--- config.mk ---
export PLATFORM = sky130hd
export DESIGN_NAME = spi_mem_arbiter_flat
export DESIGN_NICKNAME = d
export VERILOG_FILES = /design/src/rtl/spi_mem_arbiter_if.sv /design/src/rtl/spi_mem_arbiter.sv /design/src/flat_wrapper.sv
export SDC_FILE = /design/constraint.sdc
export NUM_CORES = 1
export LEC_CHECK = 0
export CAP_MARGIN = 25
export CORE_MARGIN = 10
export CORE_UTILIZATION = 40
export DETAILED_ROUTE_END_ITERATION = 8
export PLACE_DENSITY = 0.65
export SKIP_LAST_GASP = 1
export SLEW_MARGIN = 20
export SYNTH_ARGS = -nofsm -noshare
export SYNTH_HDL_FRONTEND = slang
export SYNTH_SLANG_ARGS = --single-unit
export TNS_END_PERCENT = 1
--- constraint.sdc ---
create_clock -name clk -period 2.95 [get_ports clk]
set_clock_uncertainty 0.1 [all_clocks]
set_input_delay 0.295 -clock clk [delete_from_list [all_inputs] [get_ports clk]]
set_output_delay 0.295 -clock clk [all_outputs]
set_load 0.005 [all_outputs]
--- src/rtl/spi_mem_arbiter_if.sv ---
// Core-side request/response bus of the SPI memory arbiter.
// The rv32e core (master) drives the fetch and data requests. The arbiter
// (slave) returns read data and one-cycle completion pulses.
interface spi_mem_arbiter_if;
    logic        if_req;
    logic [23:0] if_addr;
    logic [31:0] if_rdata;
    logic        if_done;

    logic        d_req;
    logic        d_we;
    logic [23:0] d_addr;
    logic [31:0] d_wdata;
    logic [31:0] d_rdata;
    logic        d_done;

    modport master (
        output if_req, if_addr, d_req, d_we, d_addr, d_wdata,
        input  if_rdata, if_done, d_rdata, d_done
    );

    modport slave (
        input  if_req, if_addr, d_req, d_we, d_addr, d_wdata,
        output if_rdata, if_done, d_rdata, d_done
    );
endinterface

--- src/rtl/spi_mem_arbiter.sv ---
// Shares a single SPI memory bus between the instruction-fetch port and the
// data load/store port of the core. Requests are arbitrated round-robin.
// Each granted request becomes one 64-bit mode-0 SPI frame:
// command byte, 24-bit address, then one 32-bit data word.
// Read data arrives little-endian by byte: the first received data byte lands
// in rdata[7:0].
module spi_mem_arbiter #(
    parameter int CLK_DIV = 1,
    parameter int CS_GAP  = 2
) (
    input  logic                    clk,
    input  logic                    rst_n,
    spi_mem_arbiter_if.slave        bus,
    output logic                    spi_sclk,
    output logic                    spi_cs_n,
    output logic                    spi_mosi,
    input  logic                    spi_miso
);

    localparam logic [7:0] CMD_READ  = 8'h03;
    localparam logic [7:0] CMD_WRITE = 8'h02;

    localparam int DIV_W = (CLK_DIV > 1) ? $clog2(CLK_DIV) : 1;
    localparam logic [DIV_W-1:0] DIV_LAST = DIV_W'(CLK_DIV - 1);

    // The FINISH cycle already counts as the first cs_n-high cycle, so GAP
    // only has to cover the remaining CS_GAP-1 cycles.
    localparam int GAP_LAST_I = (CS_GAP > 1) ? CS_GAP - 2 : 0;
    localparam int GAP_W      = (GAP_LAST_I > 0) ? $clog2(GAP_LAST_I + 1) : 1;
    localparam logic [GAP_W-1:0] GAP_LAST = GAP_W'(GAP_LAST_I);

    typedef enum logic [1:0] {
        IDLE,
        SHIFT,
        FINISH,
        GAP
    } state_t;

    state_t             state_q;
    logic [63:0]        txFrame_q;
    logic [31:0]        rxWord_q;
    logic [DIV_W-1:0]   divCnt_q;
    logic [5:0]         bitCnt_q;
    logic [GAP_W-1:0]   gapCnt_q;
    logic               grantData_q;
    logic               grantWe_q;
    logic               lastData_q;
    logic               sclk_q;
    logic               csN_q;
    logic               ifDone_q;
    logic               dDone_q;
    logic [31:0]        ifRdata_q;
    logic [31:0]        dRdata_q;

    logic               grantValid_d;
    logic               grantData_d;
    logic [63:0]        frame_d;
    logic [31:0]        rxSwapped;

    // Round-robin pick and the frame that the winner would send.
    // On a tie, the requester that did not win last time gets the grant.
    // The frame is only latched when a grant actually happens in IDLE.
    always_comb begin
        grantValid_d = bus.if_req | bus.d_req;
        grantData_d  = bus.d_req & (~bus.if_req | ~lastData_q);
        frame_d      = {CMD_READ, bus.if_addr, 32'h0000_0000};
        if (grantData_d) begin
            frame_d = {(bus.d_we ? CMD_WRITE : CMD_READ), bus.d_addr,
                       (bus.d_we ? bus.d_wdata : 32'h0000_0000)};
        end
        rxSwapped = {rxWord_q[7:0], rxWord_q[15:8], rxWord_q[23:16], rxWord_q[31:24]};
    end

    // Transaction sequencer. Every SPI pin, done pulse and read-data word is
    // registered here, so the outputs come straight from flops.
    always_ff @(posedge clk or negedge rst_n) begin
        if (!rst_n) begin
            state_q     <= IDLE;
            txFrame_q   <= '0;
            rxWord_q    <= '0;
            divCnt_q    <= '0;
            bitCnt_q    <= '0;
            gapCnt_q    <= '0;
            grantData_q <= 1'b0;
            grantWe_q   <= 1'b0;
            lastData_q  <= 1'b0;
            sclk_q      <= 1'b0;
            csN_q       <= 1'b1;
            ifDone_q    <= 1'b0;
            dDone_q     <= 1'b0;
            ifRdata_q   <= '0;
            dRdata_q    <= '0;
        end else begin
            ifDone_q <= 1'b0;
            dDone_q  <= 1'b0;
            case (state_q)
                IDLE: begin
                    if (grantValid_d) begin
                        grantData_q <= grantData_d;
                        grantWe_q   <= grantData_d & bus.d_we;
                        lastData_q  <= grantData_d;
                        txFrame_q   <= frame_d;
                        divCnt_q    <= '0;
                        bitCnt_q    <= '0;
                        sclk_q      <= 1'b0;
                        csN_q       <= 1'b0;
                        state_q     <= SHIFT;
                    end
                end
                SHIFT: begin
                    if (divCnt_q == DIV_LAST) begin
                        divCnt_q <= '0;
                        if (!sclk_q) begin
                            sclk_q   <= 1'b1;
                            rxWord_q <= {rxWord_q[30:0], spi_miso};
                        end else if (bitCnt_q == 6'd63) begin
                            sclk_q    <= 1'b0;
                            csN_q     <= 1'b1;
                            txFrame_q <= '0;
                            state_q   <= FINISH;
                            if (grantData_q) begin
                                dDone_q <= 1'b1;
                                if (!grantWe_q) begin
                                    dRdata_q <= rxSwapped;
                                end
                            end else begin
                                ifDone_q  <= 1'b1;
                                ifRdata_q <= rxSwapped;
                            end
                        end else begin
                            sclk_q    <= 1'b0;
                            txFrame_q <= {txFrame_q[62:0], 1'b0};
                            bitCnt_q  <= bitCnt_q + 6'd1;
                        end
                    end else begin
                        divCnt_q <= divCnt_q + 1'b1;
                    end
                end
                FINISH: begin
                    gapCnt_q <= '0;
                    state_q  <= (CS_GAP > 1) ? GAP : IDLE;
                end
                GAP: begin
                    if (gapCnt_q == GAP_LAST) begin
                        state_q <= IDLE;
                    end else begin
                        gapCnt_q <= gapCnt_q + 1'b1;
                    end
                end
                default: state_q <= IDLE;
            endcase
        end
    end

    assign spi_sclk     = sclk_q;
    assign spi_cs_n     = csN_q;
    assign spi_mosi     = txFrame_q[63];
    assign bus.if_done  = ifDone_q;
    assign bus.d_done   = dDone_q;
    assign bus.if_rdata = ifRdata_q;
    assign bus.d_rdata  = dRdata_q;

endmodule
--- src/flat_wrapper.sv ---
// flat-port wrapper written by rule: the top's interface ports become plain ports
module spi_mem_arbiter_flat 
#(
    parameter int CLK_DIV = 1,
    parameter int CS_GAP  = 2
)
  (clk, rst_n, spi_sclk, spi_cs_n, spi_mosi, spi_miso, bus_if_req, bus_if_addr, bus_d_req, bus_d_we, bus_d_addr, bus_d_wdata, bus_if_rdata, bus_if_done, bus_d_rdata, bus_d_done);
  spi_mem_arbiter_if bus_i ();
  input  logic clk;
  input  logic rst_n;
  output logic spi_sclk;
  output logic spi_cs_n;
  output logic spi_mosi;
  input  logic spi_miso;
  input wire logic [$bits(bus_i.if_req)-1:0] bus_if_req;
  input wire logic [$bits(bus_i.if_addr)-1:0] bus_if_addr;
  input wire logic [$bits(bus_i.d_req)-1:0] bus_d_req;
  input wire logic [$bits(bus_i.d_we)-1:0] bus_d_we;
  input wire logic [$bits(bus_i.d_addr)-1:0] bus_d_addr;
  input wire logic [$bits(bus_i.d_wdata)-1:0] bus_d_wdata;
  output wire logic [$bits(bus_i.if_rdata)-1:0] bus_if_rdata;
  output wire logic [$bits(bus_i.if_done)-1:0] bus_if_done;
  output wire logic [$bits(bus_i.d_rdata)-1:0] bus_d_rdata;
  output wire logic [$bits(bus_i.d_done)-1:0] bus_d_done;
  assign bus_i.if_req = bus_if_req;
  assign bus_i.if_addr = bus_if_addr;
  assign bus_i.d_req = bus_d_req;
  assign bus_i.d_we = bus_d_we;
  assign bus_i.d_addr = bus_d_addr;
  assign bus_i.d_wdata = bus_d_wdata;
  assign bus_if_rdata = bus_i.if_rdata;
  assign bus_if_done = bus_i.if_done;
  assign bus_d_rdata = bus_i.d_rdata;
  assign bus_d_done = bus_i.d_done;
  spi_mem_arbiter #(.CLK_DIV(CLK_DIV), .CS_GAP(CS_GAP)) u_core (.clk(clk), .rst_n(rst_n), .bus(bus_i), .spi_sclk(spi_sclk), .spi_cs_n(spi_cs_n), .spi_mosi(spi_mosi), .spi_miso(spi_miso));
endmodule
# Yosys cells after proc, flatten, opt, wreduce, memory -nomap -nowiden
# Index checks and enable logic that the tools add are counted.
op_classes:
  n_addsub: 3
  n_eq_ne: 10
  n_mux: 41
  bitwise: 9
  n_reduce_logical: 13
ops:
  columns: ["cell", "n"]
  rows:
  - ["$mux 64", 5]
  - ["$pmux 64 s2", 1]
  - ["$mux 32", 1]
  - ["$mux 6", 4]
  - ["$reduce_and 5->1", 4]
  - ["$mux 1", 19]
  - ["$pmux 6 s2", 1]
  - ["$mux 2", 5]
  - ["$pmux 1 s2", 4]
  - ["$pmux 2 s4", 1]
  - ["$add 6x1->6 const B", 1]
  - ["$eq 6x6->1 const B", 1]
  - ["$ne 2x1->1 const B", 3]
  - ["$ne 2x2->1 const B", 3]
  - ["$reduce_and 3->1", 2]
  - ["$reduce_and 6->1", 1]
  - ["$not 1->1", 5]
  - ["$eq 2x2->1 const B", 2]
  - ["$reduce_and 2->1", 2]
  - ["$reduce_and 4->1", 1]
  - ["$reduce_bool 2->1", 2]
  - ["$add 1x1->1 const B", 2]
  - ["$and 1x1->1", 2]
  - ["$eq 2x1->1 const B", 1]
  - ["2 further kinds", 3]
word_totals:
  reg_bits: 176
  output_inout_bits: 69
  wordCells: 90

# Depth between registers and ports, before layout
# Gate-level depths: netlist of run 1.
logic_depth:
  word_depth: 6
  mapped_depth: 9

# Worst setup path after synthesis of run 1
# OpenSTA, ideal clock, no wires.
synth_path:
  kind: "reg-to-reg"
  start: "reg u_core.state_q[0]"
  end: "reg u_core.txFrame_q[10]"
  setup_ns: 0.121
  arrival_time_ns: 1.863
  slack_ns: 0.865
  path_stages_with_launch: 9
  path_buffers: 3
  period_less_slack_ns: 2.085
  cell_sequence: "dfrtp_1 -> ha_1 -> nor2b_1 -> clkbuf_1 -> or3_4 -> buf_4 -> buf_6 -> a22oi_1 -> nand2_1"
synth_between:
  elab_chain_cells: 3
  elab_cells_between_ends: 8
  classes_between: "4 x eq/ne; 1 x mux; 3 x reduce/logical"
synth_lines:
  columns: ["item", "line", "rtl"]
  rows:
  - ["start: declaration", "spi_mem_arbiter.sv:39", "state_t state_q;"]
  - ["start signal: assignment", "spi_mem_arbiter.sv:141", "state_q <= (CS_GAP > 1) ? GAP : IDLE;"]
  - ["$eq 2x1->1 / $logic_not 2->1 (equally long branches)", "spi_mem_arbiter.sv:96", "case (state_q)"]
  - ["$ne 2x2->1 (no line) (tied with other cells)", null, null]
  - ["$reduce_and 4->1 (no line)", null, null]
  - ["end signal: assignment", "spi_mem_arbiter.sv:102", "txFrame_q <= frame_d;"]
  - ["end signal: assignment", "spi_mem_arbiter.sv:132", "txFrame_q <= {txFrame_q[62:0], 1'b0};"]
  - ["end: declaration", "spi_mem_arbiter.sv:40", "logic [63:0] txFrame_q;"]
# Several ways; a longest one is shown, not always the timed one.
# A chain may end at the register's enable or synchronous reset.

# Final worst setup path of run 1
layout_path:
  start: "reg u_core.state_q[0]"
  end: "reg u_core.txFrame_q[42]"
# Same word-level chain as after synthesis.

==> run metrics, run 1 <==
RSZ-0062 raised after global routing=no; Pint=roughly 0.0038 W; CTS Root Buffer Type=clkbuf_16; Worst path max stage delay=0.51 ns; IO Port Bufs=154; Seq/Total Area, Yosys=just under 60%; initial antenna violation count=0; IO Count=between 150 and 200; Clk network pwr share=between 40% and 50%; Pleak=between 4 and 5 nW; synth unique cells=42; gr busiest metal=met2; CTS tree=built; CP endpoint kind=flop; Reg clk slew, reported paths=roughly 0.070 ns; WP data arrival=approximately 2.7 ns; routing usage on met1=18.4%; Synth Cell Area=between 7000 and 8000 sq um; Area growth syn-to-layout=32.2%; chip height=approximately 160 microns; Synth Register Bits=between 150 and 200; GP Congestion=~0.8; Post-Synthesis Cells=a little under 600; # diodes=0; hold-fix buffers at CTS=1; final setup TNS=0 ns; clock buffer count from CTS=17; final setup violation count=0; Core ar.=18,000 sq um; Max Slew Vio Count=0; Worst Path Max Fanout=34; Pre-antenna DRT Iters=4; status=complete, no violations; Fillers=1,533; leading area contributor after synthesis=dfrtp_1; Setup WS pre-CTS=0.382 ns; number of global-route vias before repair=5,637; Max-slew headroom=about three fifths; CP Cell Sequence=inv_1 -> ha_1 -> nor3b_1 -> or3_4 -> nor2_4 -> a221o_1; total detailed-routing wirelength=roughly 18,000 microns; actual slew at the worst max-slew pin=about 0.59 ns; H-Tree Depth=4; DR vias=5,266; critical path startpoint category=flop; GR Overflow Total=0; antenna viol nets, final=0; postcts setup bufs=0; worst vdd ir=between 400 and 500 uV; drt wl/cell=roughly 18 microns; register share of total power=around 50%; post-cts resize count=0; max cap viols=0; GR Util met3=~5.7%; drt drc=0; Clock Latency Late Sink=0.42 ns; clk buf depth=2; HP Class=primary input to async pin; YS warnings=0; hold_ws=around 0.26 ns; Comb pwr share=under 10%; Sw Pwr=0.00106 W; dpl hpwl=~13,000 microns; Util after Layout=a little over half; pin count of the biggest net entering global routing=62; first-pass GRT wire length=29,000 microns; Slowest cell on crit path=nor3b_1; period utilization=85.0%; largest cells by area after synthesis=dfrtp_1, mux2_2, mux2_1; NumNets Final=around 830; Initial Util=between 40% and 50%; Setup CP Type=flop to flop; crit path time final=approximately 2.5 ns; final hold vios=0; layout cells sized above 1=between 15 and 20%; Worst Path Required=about 3.2 ns; Vias/cell=~5.4; GR met2 Demand/Resource=between 20% and 30%; initial DRC count=between 300 and 400; Tot GR Track Use=between 10% and 20%; row count=between 40 and 50; Yosys top cell area share=59.0%; Sink Count=174; final setup margin=0.442 ns; Power Dens Cells=slightly below 500 nW/um^2; syn_nets=around 680; FMAX=around 400 MHz; syn avg cell area=approximately 12 sq um; Die Area=between 20,000 and 25,000 sq um; Die Wd=approximately 160 microns; switching part of the total power=between 20% and 30%
==> sequential cells by signal, indices dropped and copies added, names as in the netlist <==
signal	cells
u_core.bus.d_rdata	32
u_core.bus.if_done	1
u_core.rxWord_q	32
u_core.grantWe_q	1
u_core.state_q	2
u_core.bitCnt_q	6
u_core.spi_cs_n	1
u_core.grantData_q	1
u_core.bus.if_rdata	32
u_core.spi_sclk	1
u_core.bus.d_done	1
u_core.txFrame_q	64
==> through the flow <==
step                      instances  cell area (sq um)  total power [W]
after floorplan                 593               7340          0.00250
after global placement          948               9110          0.00268
after detailed placement        948               9110          0.00269
after CTS                       981               9700          0.00488
after global routing            981               9700          0.00500
final                           981               9700          0.00481
==> worst max-delay path: cells and delay by family, from the launching register on <==
kind                     cells  cell delay (ns)
buffers and inverters        1             0.09
AO/OA/AOI/OAI                1             0.33
flip-flops                   1             0.41
adder cells (fa/ha/maj)      1             0.29
AND/OR/NAND/NOR              3             1.17
==> cell usage after synthesis, drive strengths merged <==
cell,instances
a21bo,1
a21boi,2
a21oi,20
a221o,14
a22o,2
a22oi,31
a2bb2oi,1
a31oi,3
a41oi,1
and3,1
and3b,1
and4,2
buf,25
clkbuf,17
dfrtp,173
dfstp,1
ha,4
inv,3
mux2,98
mux2i,11
nand2,88
nand2b,1
nand3,51
nand4,3
nand4b,1
nor2,9
nor2b,2
nor3,3
nor3b,3
o211ai,12
o21a,1
o21ai,7
or3,1
==> layer usage <==
layer | wire length, microns | share of wire (%)
met4 | 155 | 0.87
met3 | 1390 | 7.8
met1 | 7820 | 44
met5 | 0 | 0
met2 | 8390 | 47
==> power groups by stage <==
stage	logic (W)	registers [W]	clock network, W
after floorplan	0.0000420	0.00246	0
after global placement	0.000217	0.00246	0
after detailed placement	0.000222	0.00246	0
after CTS	0.000225	0.00242	0.00223
after global routing	0.000243	0.00242	0.00234
final	0.000219	0.00242	0.00218
==> final timing paths <==
check,from,end,slack [ns],depth (start not counted)
setup / recovery,u_core.state_q[0]$_DFFE_PN0P_,u_core.txFrame_q[42]$_DFFE_PN0P_,0.44,6
hold / removal,rst_n,u_core.bus.d_rdata[25]$_DFFE_PN0P_,0.26,2
setup reg to reg,u_core.state_q[0]$_DFFE_PN0P_,u_core.txFrame_q[42]$_DFFE_PN0P_,0.44,6
hold reg to reg,u_core.txFrame_q[62]$_DFFE_PN0P_,u_core.txFrame_q[62]$_DFFE_PN0P_,0.37,2
max in group asynchronous,rst_n,u_core.txFrame_q[12]$_DFFE_PN0P_,1.67,3
min in group clk,u_core.txFrame_q[62]$_DFFE_PN0P_,u_core.txFrame_q[62]$_DFFE_PN0P_,0.37,2
==> area by class of cell <==
class / count / area [sq um] / area share [%]
Sequential cell: 174 / 4360 / 44.9
Multi-Input combinational cell: 374 / 2760 / 28.4
Timing Repair Buffer: 169 / 1710 / 17.6
Clock buffer: 19 / 453 / 4.67
Tap cell: 229 / 287 / 2.95
Clock inverter: 13 / 128 / 1.32
Inverter: 3 / 11.3 / 0.116
==> cells in the final DEF, fill, tap and decap left out, drive strengths merged, types with 12 or more instances in the layout <==
cell           Yosys  routed
buf               25      15
dfrtp            173     173
clkbuf            17      19
o211ai            12      12
a22oi             31      31
nand3             51      51
nand2             88      88
a21oi             20      20
clkdlybuf4s50      0     153
a221o             14      14
mux2              98      98
==> cell families after synthesis <==
| kind of cell | count (synthesis) | share of synthesized area, % |
|---|---|---|
| flip-flops | 174 | 59.4 |
| buffers and inverters | 45 | 3.50 |
| multiplexers | 109 | 16.5 |
| adder cells (fa/ha/maj) | 4 | 0.682 |
| AO/OA/AOI/OAI | 95 | 9.38 |
| AND/OR/NAND/NOR | 166 | 10.6 |
Power figures use the tool's default switching activity.
==> run 2: changes to the inputs <==
- GPL_ROUTABILITY_DRIVEN: not set -> 1
==> results of run 2 <==
No change in the layout: final DEF, timing and power equal those of run 1.
